$ cat src/rtl/spi_slave_ctrl_if.sv
// rtl/spi_slave_ctrl_if.sv - conditioned SPI inputs, register memory port and MISO pad signals
// Ports (slave modport, as seen by spi_slave_ctrl):
//   in : cs_cond, sclk_pos, sclk_neg, mosi_cond, mem_rdata
//   out: mem_addr, mem_wdata, mem_we, miso, miso_oe, busy
interface spi_slave_ctrl_if #(
  parameter int ADDR_W = 7,
  parameter int DATA_W = 8
);
  logic              cs_cond;
  logic              sclk_pos;
  logic              sclk_neg;
  logic              mosi_cond;
  logic [DATA_W-1:0] mem_rdata;
  logic [ADDR_W-1:0] mem_addr;
  logic [DATA_W-1:0] mem_wdata;
  logic              mem_we;
  logic              miso;
  logic              miso_oe;
  logic              busy;

  modport slave (
    input  cs_cond, sclk_pos, sclk_neg, mosi_cond, mem_rdata,
    output mem_addr, mem_wdata, mem_we, miso, miso_oe, busy
  );

  modport master (
    output cs_cond, sclk_pos, sclk_neg, mosi_cond, mem_rdata,
    input  mem_addr, mem_wdata, mem_we, miso, miso_oe, busy
  );
endinterface

$ cat src/rtl/spi_slave_ctrl.sv
// rtl/spi_slave_ctrl.sv - SPI mode-0 slave frame sequencer (address, R/W, data) driving register memory and MISO
// Ports:
//   clk, rst_n : system clock, synchronous active-low reset
//   bus        : spi_slave_ctrl_if.slave (conditioned CS/SCLK edges/MOSI in; memory port, MISO, MISO enable, busy out)
module spi_slave_ctrl #(
  parameter int ADDR_W = 7,
  parameter int DATA_W = 8
) (
  input  logic              clk,
  input  logic              rst_n,
  spi_slave_ctrl_if.slave   bus
);

  localparam int MAX_BITS = ((ADDR_W + 1) > DATA_W) ? (ADDR_W + 1) : DATA_W;
  localparam int CNT_W    = $clog2(MAX_BITS + 1);

  typedef enum logic [2:0] {
    IDLE,
    ADDR,
    READ_LOAD,
    READ_SEND,
    WRITE,
    COMMIT,
    DONE
  } state_t;

  state_t            state_q, state_d;
  logic [CNT_W-1:0]  cnt_q;
  logic [ADDR_W-1:0] addr_sr_q;
  logic [DATA_W-1:0] rx_q;
  logic [DATA_W-1:0] tx_q;
  logic [ADDR_W-1:0] mem_addr_q;
  logic [DATA_W-1:0] mem_wdata_q;
  logic              mem_we_q;
  logic              miso_q;
  logic              miso_oe_q;

  logic abort;
  logic addr_last;
  logic data_last;

  // CS deassertion wins over everything else in the same cycle, including a final SCLK edge.
  assign abort     = (state_q != IDLE) && bus.cs_cond;
  // addr_last fires on the R/W bit: ADDR_W address bits already counted.
  assign addr_last = bus.sclk_pos && (cnt_q == CNT_W'(ADDR_W));
  assign data_last = bus.sclk_pos && (cnt_q == CNT_W'(DATA_W - 1));

  always_comb begin
    state_d = state_q;
    case (state_q)
      IDLE:      if (!bus.cs_cond) state_d = ADDR;
      ADDR:      if (addr_last) state_d = bus.mosi_cond ? READ_LOAD : WRITE;
      READ_LOAD: state_d = READ_SEND;
      READ_SEND: if (data_last) state_d = DONE;
      WRITE:     if (data_last) state_d = COMMIT;
      COMMIT:    state_d = DONE;
      DONE:      state_d = DONE;
      default:   state_d = IDLE;
    endcase
    if (abort) state_d = IDLE;
  end

  always_ff @(posedge clk) begin
    if (!rst_n) begin
      state_q     <= IDLE;
      cnt_q       <= '0;
      addr_sr_q   <= '0;
      rx_q        <= '0;
      tx_q        <= '0;
      mem_addr_q  <= '0;
      mem_wdata_q <= '0;
      mem_we_q    <= 1'b0;
      miso_q      <= 1'b0;
      miso_oe_q   <= 1'b0;
    end else begin
      state_q  <= state_d;
      mem_we_q <= 1'b0;
      if (abort) begin
        cnt_q     <= '0;
        miso_q    <= 1'b0;
        miso_oe_q <= 1'b0;
      end else begin
        case (state_q)
          IDLE: cnt_q <= '0;
          ADDR: begin
            if (bus.sclk_pos) begin
              addr_sr_q <= (addr_sr_q << 1) | ADDR_W'(bus.mosi_cond);
              if (addr_last) begin
                // The shift register still holds only the address bits; the R/W bit is live on mosi_cond.
                mem_addr_q <= addr_sr_q;
                cnt_q      <= '0;
              end else begin
                cnt_q <= cnt_q + CNT_W'(1);
              end
            end
          end
          READ_LOAD: begin
            tx_q      <= bus.mem_rdata;
            miso_oe_q <= 1'b1;
          end
          READ_SEND: begin
            if (bus.sclk_neg) begin
              miso_q <= tx_q[DATA_W-1];
              tx_q   <= tx_q << 1;
            end
            if (bus.sclk_pos) cnt_q <= data_last ? '0 : cnt_q + CNT_W'(1);
          end
          WRITE: begin
            if (bus.sclk_pos) begin
              rx_q <= (rx_q << 1) | DATA_W'(bus.mosi_cond);
              if (data_last) begin
                // Strobe and data are registered together so mem_we is high for the COMMIT cycle only.
                mem_wdata_q <= (rx_q << 1) | DATA_W'(bus.mosi_cond);
                mem_we_q    <= 1'b1;
                cnt_q       <= '0;
              end else begin
                cnt_q <= cnt_q + CNT_W'(1);
              end
            end
          end
          default: ;
        endcase
      end
    end
  end

  assign bus.mem_addr  = mem_addr_q;
  assign bus.mem_wdata = mem_wdata_q;
  assign bus.mem_we    = mem_we_q;
  assign bus.miso      = miso_q;
  assign bus.miso_oe   = miso_oe_q;
  assign bus.busy      = (state_q != IDLE);

endmodule

$ cat src/flat_wrapper.sv
// flat-port wrapper written by rule: the top's interface ports become plain ports
module spi_slave_ctrl_flat 
#(
  parameter int ADDR_W = 7,
  parameter int DATA_W = 8
)
  (clk, rst_n, bus_cs_cond, bus_sclk_pos, bus_sclk_neg, bus_mosi_cond, bus_mem_rdata, bus_mem_addr, bus_mem_wdata, bus_mem_we, bus_miso, bus_miso_oe, bus_busy);
  spi_slave_ctrl_if #(.ADDR_W(ADDR_W), .DATA_W(DATA_W)) bus_i ();
  input  logic clk;
  input  logic rst_n;
  input wire logic [$bits(bus_i.cs_cond)-1:0] bus_cs_cond;
  input wire logic [$bits(bus_i.sclk_pos)-1:0] bus_sclk_pos;
  input wire logic [$bits(bus_i.sclk_neg)-1:0] bus_sclk_neg;
  input wire logic [$bits(bus_i.mosi_cond)-1:0] bus_mosi_cond;
  input wire logic [$bits(bus_i.mem_rdata)-1:0] bus_mem_rdata;
  output wire logic [$bits(bus_i.mem_addr)-1:0] bus_mem_addr;
  output wire logic [$bits(bus_i.mem_wdata)-1:0] bus_mem_wdata;
  output wire logic [$bits(bus_i.mem_we)-1:0] bus_mem_we;
  output wire logic [$bits(bus_i.miso)-1:0] bus_miso;
  output wire logic [$bits(bus_i.miso_oe)-1:0] bus_miso_oe;
  output wire logic [$bits(bus_i.busy)-1:0] bus_busy;
  assign bus_i.cs_cond = bus_cs_cond;
  assign bus_i.sclk_pos = bus_sclk_pos;
  assign bus_i.sclk_neg = bus_sclk_neg;
  assign bus_i.mosi_cond = bus_mosi_cond;
  assign bus_i.mem_rdata = bus_mem_rdata;
  assign bus_mem_addr = bus_i.mem_addr;
  assign bus_mem_wdata = bus_i.mem_wdata;
  assign bus_mem_we = bus_i.mem_we;
  assign bus_miso = bus_i.miso;
  assign bus_miso_oe = bus_i.miso_oe;
  assign bus_busy = bus_i.busy;
  spi_slave_ctrl #(.ADDR_W(ADDR_W), .DATA_W(DATA_W)) u_core (.clk(clk), .rst_n(rst_n), .bus(bus_i));
endmodule
$ cat config.mk
export PLATFORM = sky130hd
export DESIGN_NAME = spi_slave_ctrl_flat
export DESIGN_NICKNAME = d
export VERILOG_FILES = /design/src/rtl/spi_slave_ctrl_if.sv /design/src/rtl/spi_slave_ctrl.sv /design/src/flat_wrapper.sv
export SDC_FILE = /design/constraint.sdc
export NUM_CORES = 1
export LEC_CHECK = 0
export ABC_CLOCK_PERIOD_IN_PS = 1480
export CAP_MARGIN = 25
export CORE_MARGIN = 2
export CORE_UTILIZATION = 40
export CTS_CLUSTER_DIAMETER = 120
export DETAILED_ROUTE_END_ITERATION = 6
export HOLD_SLACK_MARGIN = 0.15
export SYNTH_ARGS = -nofsm -noshare
export SYNTH_HDL_FRONTEND = slang
export SYNTH_SLANG_ARGS = --single-unit
$ cat constraint.sdc
create_clock -name clk -period 1.48 [get_ports clk]
set_clock_uncertainty 0.15 [all_clocks]
set_input_delay 0.296 -clock clk [delete_from_list [all_inputs] [get_ports clk]]
set_output_delay 0.296 -clock clk [all_outputs]
set_load 0.02 [all_outputs]
==> flow_metrics.tcl <==
set metrics [dict create \
    outcome "complete, but fails checks" \
    failed_checks "setup timing" \
    yosys.area_share.simple_pct 20.1 \
    fmax_mhz 611 \
    rows 26 \
    viasPerCell 4.86 \
    fin_area_mm2 0.00305 \
    slew_headroom_pct 79.9 \
    post-dp-hpwl_um 2740 \
    wire_per_inst_um 13.2 \
    syn_nets 217 \
    clock-sinks 47 \
    ys_async_sr_fraction_pct 0 \
    synth_top_family_by_area "simple AND/OR/NAND/NOR gates" \
    synth_seq_area_share_pct 45.9 \
    synth_xor_area_share_pct 0 \
    track_usage_pct 14.5 \
    syn_area_mm2 0.00205 \
    grt_overflow_total 0 \
    chipWidth_um 75.6 \
    finalWorstSetupSlack_ns -0.157 \
    max_stage_delay_ns 0.36 \
    synthAdderAreaFrac_pct 0.610 \
    placed_cell_area_mm2 0.00265 \
    ys_types 43 \
    drive_gt1_share_pct 31.6 \
    finalMaxSlewViolations 0 \
    fin_util_pct 60.5 \
    p_leak_uw 0.00134 \
    insertion_delay_ns 0.30 \
    final.period_utilization_pct 111 \
    antenna_cells 0 \
    max-vdd-ir-drop_uv 375 \
    cts_tree "yes" \
    synth-seq-cells 47 \
    antenna_found_initial 0 \
    cap_violations 0 \
    cts.clk_slew.worst_paths_ns 0.09 \
    drtPass1Iterations 4 \
    die_h_um 75.6 \
    drt_iter0_markers 76 \
    crit_path_start_kind "flop" \
    start_util_pct 40.7 \
    synth-compound-area-share_pct 10.6 \
    core_region_area_mm2 0.00504 \
    final_common_cell "dfxtp_1" \
    hold_path.class "reg2reg" \
    synth.avg_cell_area_um2 10.2 \
    synth_enable_flop_cells 0 \
    critPathBufInv 1 \
    ctsHoldBuffers 0 \
    ios 33 \
    routed_wl_um 4490 \
    crit_slowest_cell "dfxtp_2" \
    crit_arrival_ns 1.69 \
    synthMuxAreaShare_pct 18.1 \
    grt_max_degree 31 \
    drc 0 \
    grt_pass1_wl_um 6280 \
    portBuffers 32 \
    finalCriticalPeriod_ns 1.64 \
    syn_to_final_growth_pct 48.9 \
    cp_top_family "simple AND/OR/NAND/NOR gates" \
    crit_path_cell_trace "ha_4, nand4b_1, nor4b_4, buf_6, mux2i_1, nor2_1" \
    ctsHtreeMaxLevel 2 \
    tightestPinTransition_ns 0.301 \
    final_cell_mix "dfxtp_1, nor2_1, mux2i_1" \
    cts_buffers 5 \
    yosysWarningCount 0 \
    vias 1648 \
    cts_root_buf "clkbuf_8" \
    finalHoldViolations 0 \
    nets 283 \
    worst-path-max-fanout 7 \
    synth_cells 202 \
    p_per_area_mw_per_mm2 767 \
    n_fill_cell 436 \
    ys.flop_type "dfxtp_1" \
    grt_pass1_vias 1395 \
    setup_viol 30 \
    cts.path.max_buffers 2 \
    rsz0062_at_grt "yes" \
    preCtsSetupSlack_ns -0.564 \
    dieArea_mm2 0.00572 \
    end_kind "flop" \
    ant_nets 0 \
    critPathKind "reg2reg" \
    cp.required_ns 1.53 \
    place.gp.congestion 0.867 \
]
## final cells by class
cell class	instances	area, um2	share of cell area, %
Multi-Input combinational cell	140	1150	37.7
Timing Repair Buffer	71	752	24.6
Clock buffer	7	96.3	3.16
Inverter	3	11.3	0.369
Tap cell	70	87.6	2.87
Clock inverter	1	7.51	0.246
Sequential cell	47	948	31.1
## per-stage QoR
step | instances | hold WS, ns | setup TNS, ns | power (uW)
after floorplan | 202 | 0.228 | -0.746 | 1370
after global placement | 319 | 0.300 | -17.36 | 1470
after detailed placement | 319 | 0.307 | -17.57 | 1470
after CTS | 329 | 0.319 | -2.22 | 2330
after global routing | 339 | 0.346 | -4.58 | 2420
final | 339 | 0.320 | -2.21 | 2340
## per-layer routing
layer  global-route usage, %  vias to the layer above  wire length (um)
li1                        -                      841                 -
met1                    20.0                      772              2210
met2                    21.7                       26              2080
met3                    4.37                        9               133
met4                    4.68                        0                61
met5                       0                        -                 0
## worst paths after layout
path | endpoint | startpoint | slack [ns] | depth (start not counted)
hold reg to reg | u_core.bus.miso | u_core.bus.miso | 0.32 | 2
setup / recovery | u_core.bus.mem_addr[0] | u_core.cnt_q[1] | -0.16 | 6
hold / removal | u_core.bus.miso | u_core.bus.miso | 0.32 | 2
setup reg to reg | u_core.bus.mem_addr[0] | u_core.cnt_q[1] | -0.16 | 6
## worst min-delay path, stage by stage (launching register included)
cell and delay (ns):
dfxtp_1 0.32, o21ai_2 0.06, a21oi_2 0.05
## report_power, final
part	switching [uW]	leakage (uW)	total [uW]	internal, uW
logic	97.4	0.000912	206	108
registers	2.85	0.000381	1270	1260
clock network	441	0.0000505	867	425
## cell families (layout without fill, tap and decap cells)
family                     Yosys count  after routing
AOI/OAI and AO/OA                   27             27
muxes                               37             37
and+or+nand+nor                     75             75
adders and majority gates            1              1
buffers and inverters               15             82
DFF                                 47             47
## what timing repair did
action	4_1_cts	5_1_grt
gates cloned	0	3
pin swaps	4	20
setup buffers	2	7
setup endpoints to repair	62	41
gates resized for setup	33	38
## synth_stat cells, types with 2 or more instances
cell / n / area share (%)
a31oi_1: 2 / 0.61
nand4b_1: 2 / 0.85
a211oi_1: 4 / 1.5
a211oi_2: 3 / 1.8
nor2_1: 43 / 7.9
nand2_1: 4 / 0.73
nand2b_4: 2 / 1.3
dfxtp_1: 47 / 46
a311oi_1: 2 / 0.85
nand3_1: 6 / 1.5
mux2i_1: 37 / 18
a21o_1: 2 / 0.73
nand3b_1: 2 / 0.73
buf_6: 4 / 2.2
a21oi_1: 6 / 1.5
inv_1: 3 / 0.55
nand4_1: 2 / 0.61
clkbuf_1: 4 / 0.73
buf_4: 3 / 1.1
## registers in the layout, summed over array words and instances, names as in the netlist
name	cells
u_core.tx_q	8
u_core.cnt_q	4
u_core.bus.mem_addr	7
u_core.rx_q	7
u_core.state_q	3
u_core.bus.mem_we	1
u_core.bus.mem_wdata	8
u_core.bus.miso	1
u_core.addr_sr_q	7
u_core.bus.miso_oe	1
(Power assumes the default switching activity.)
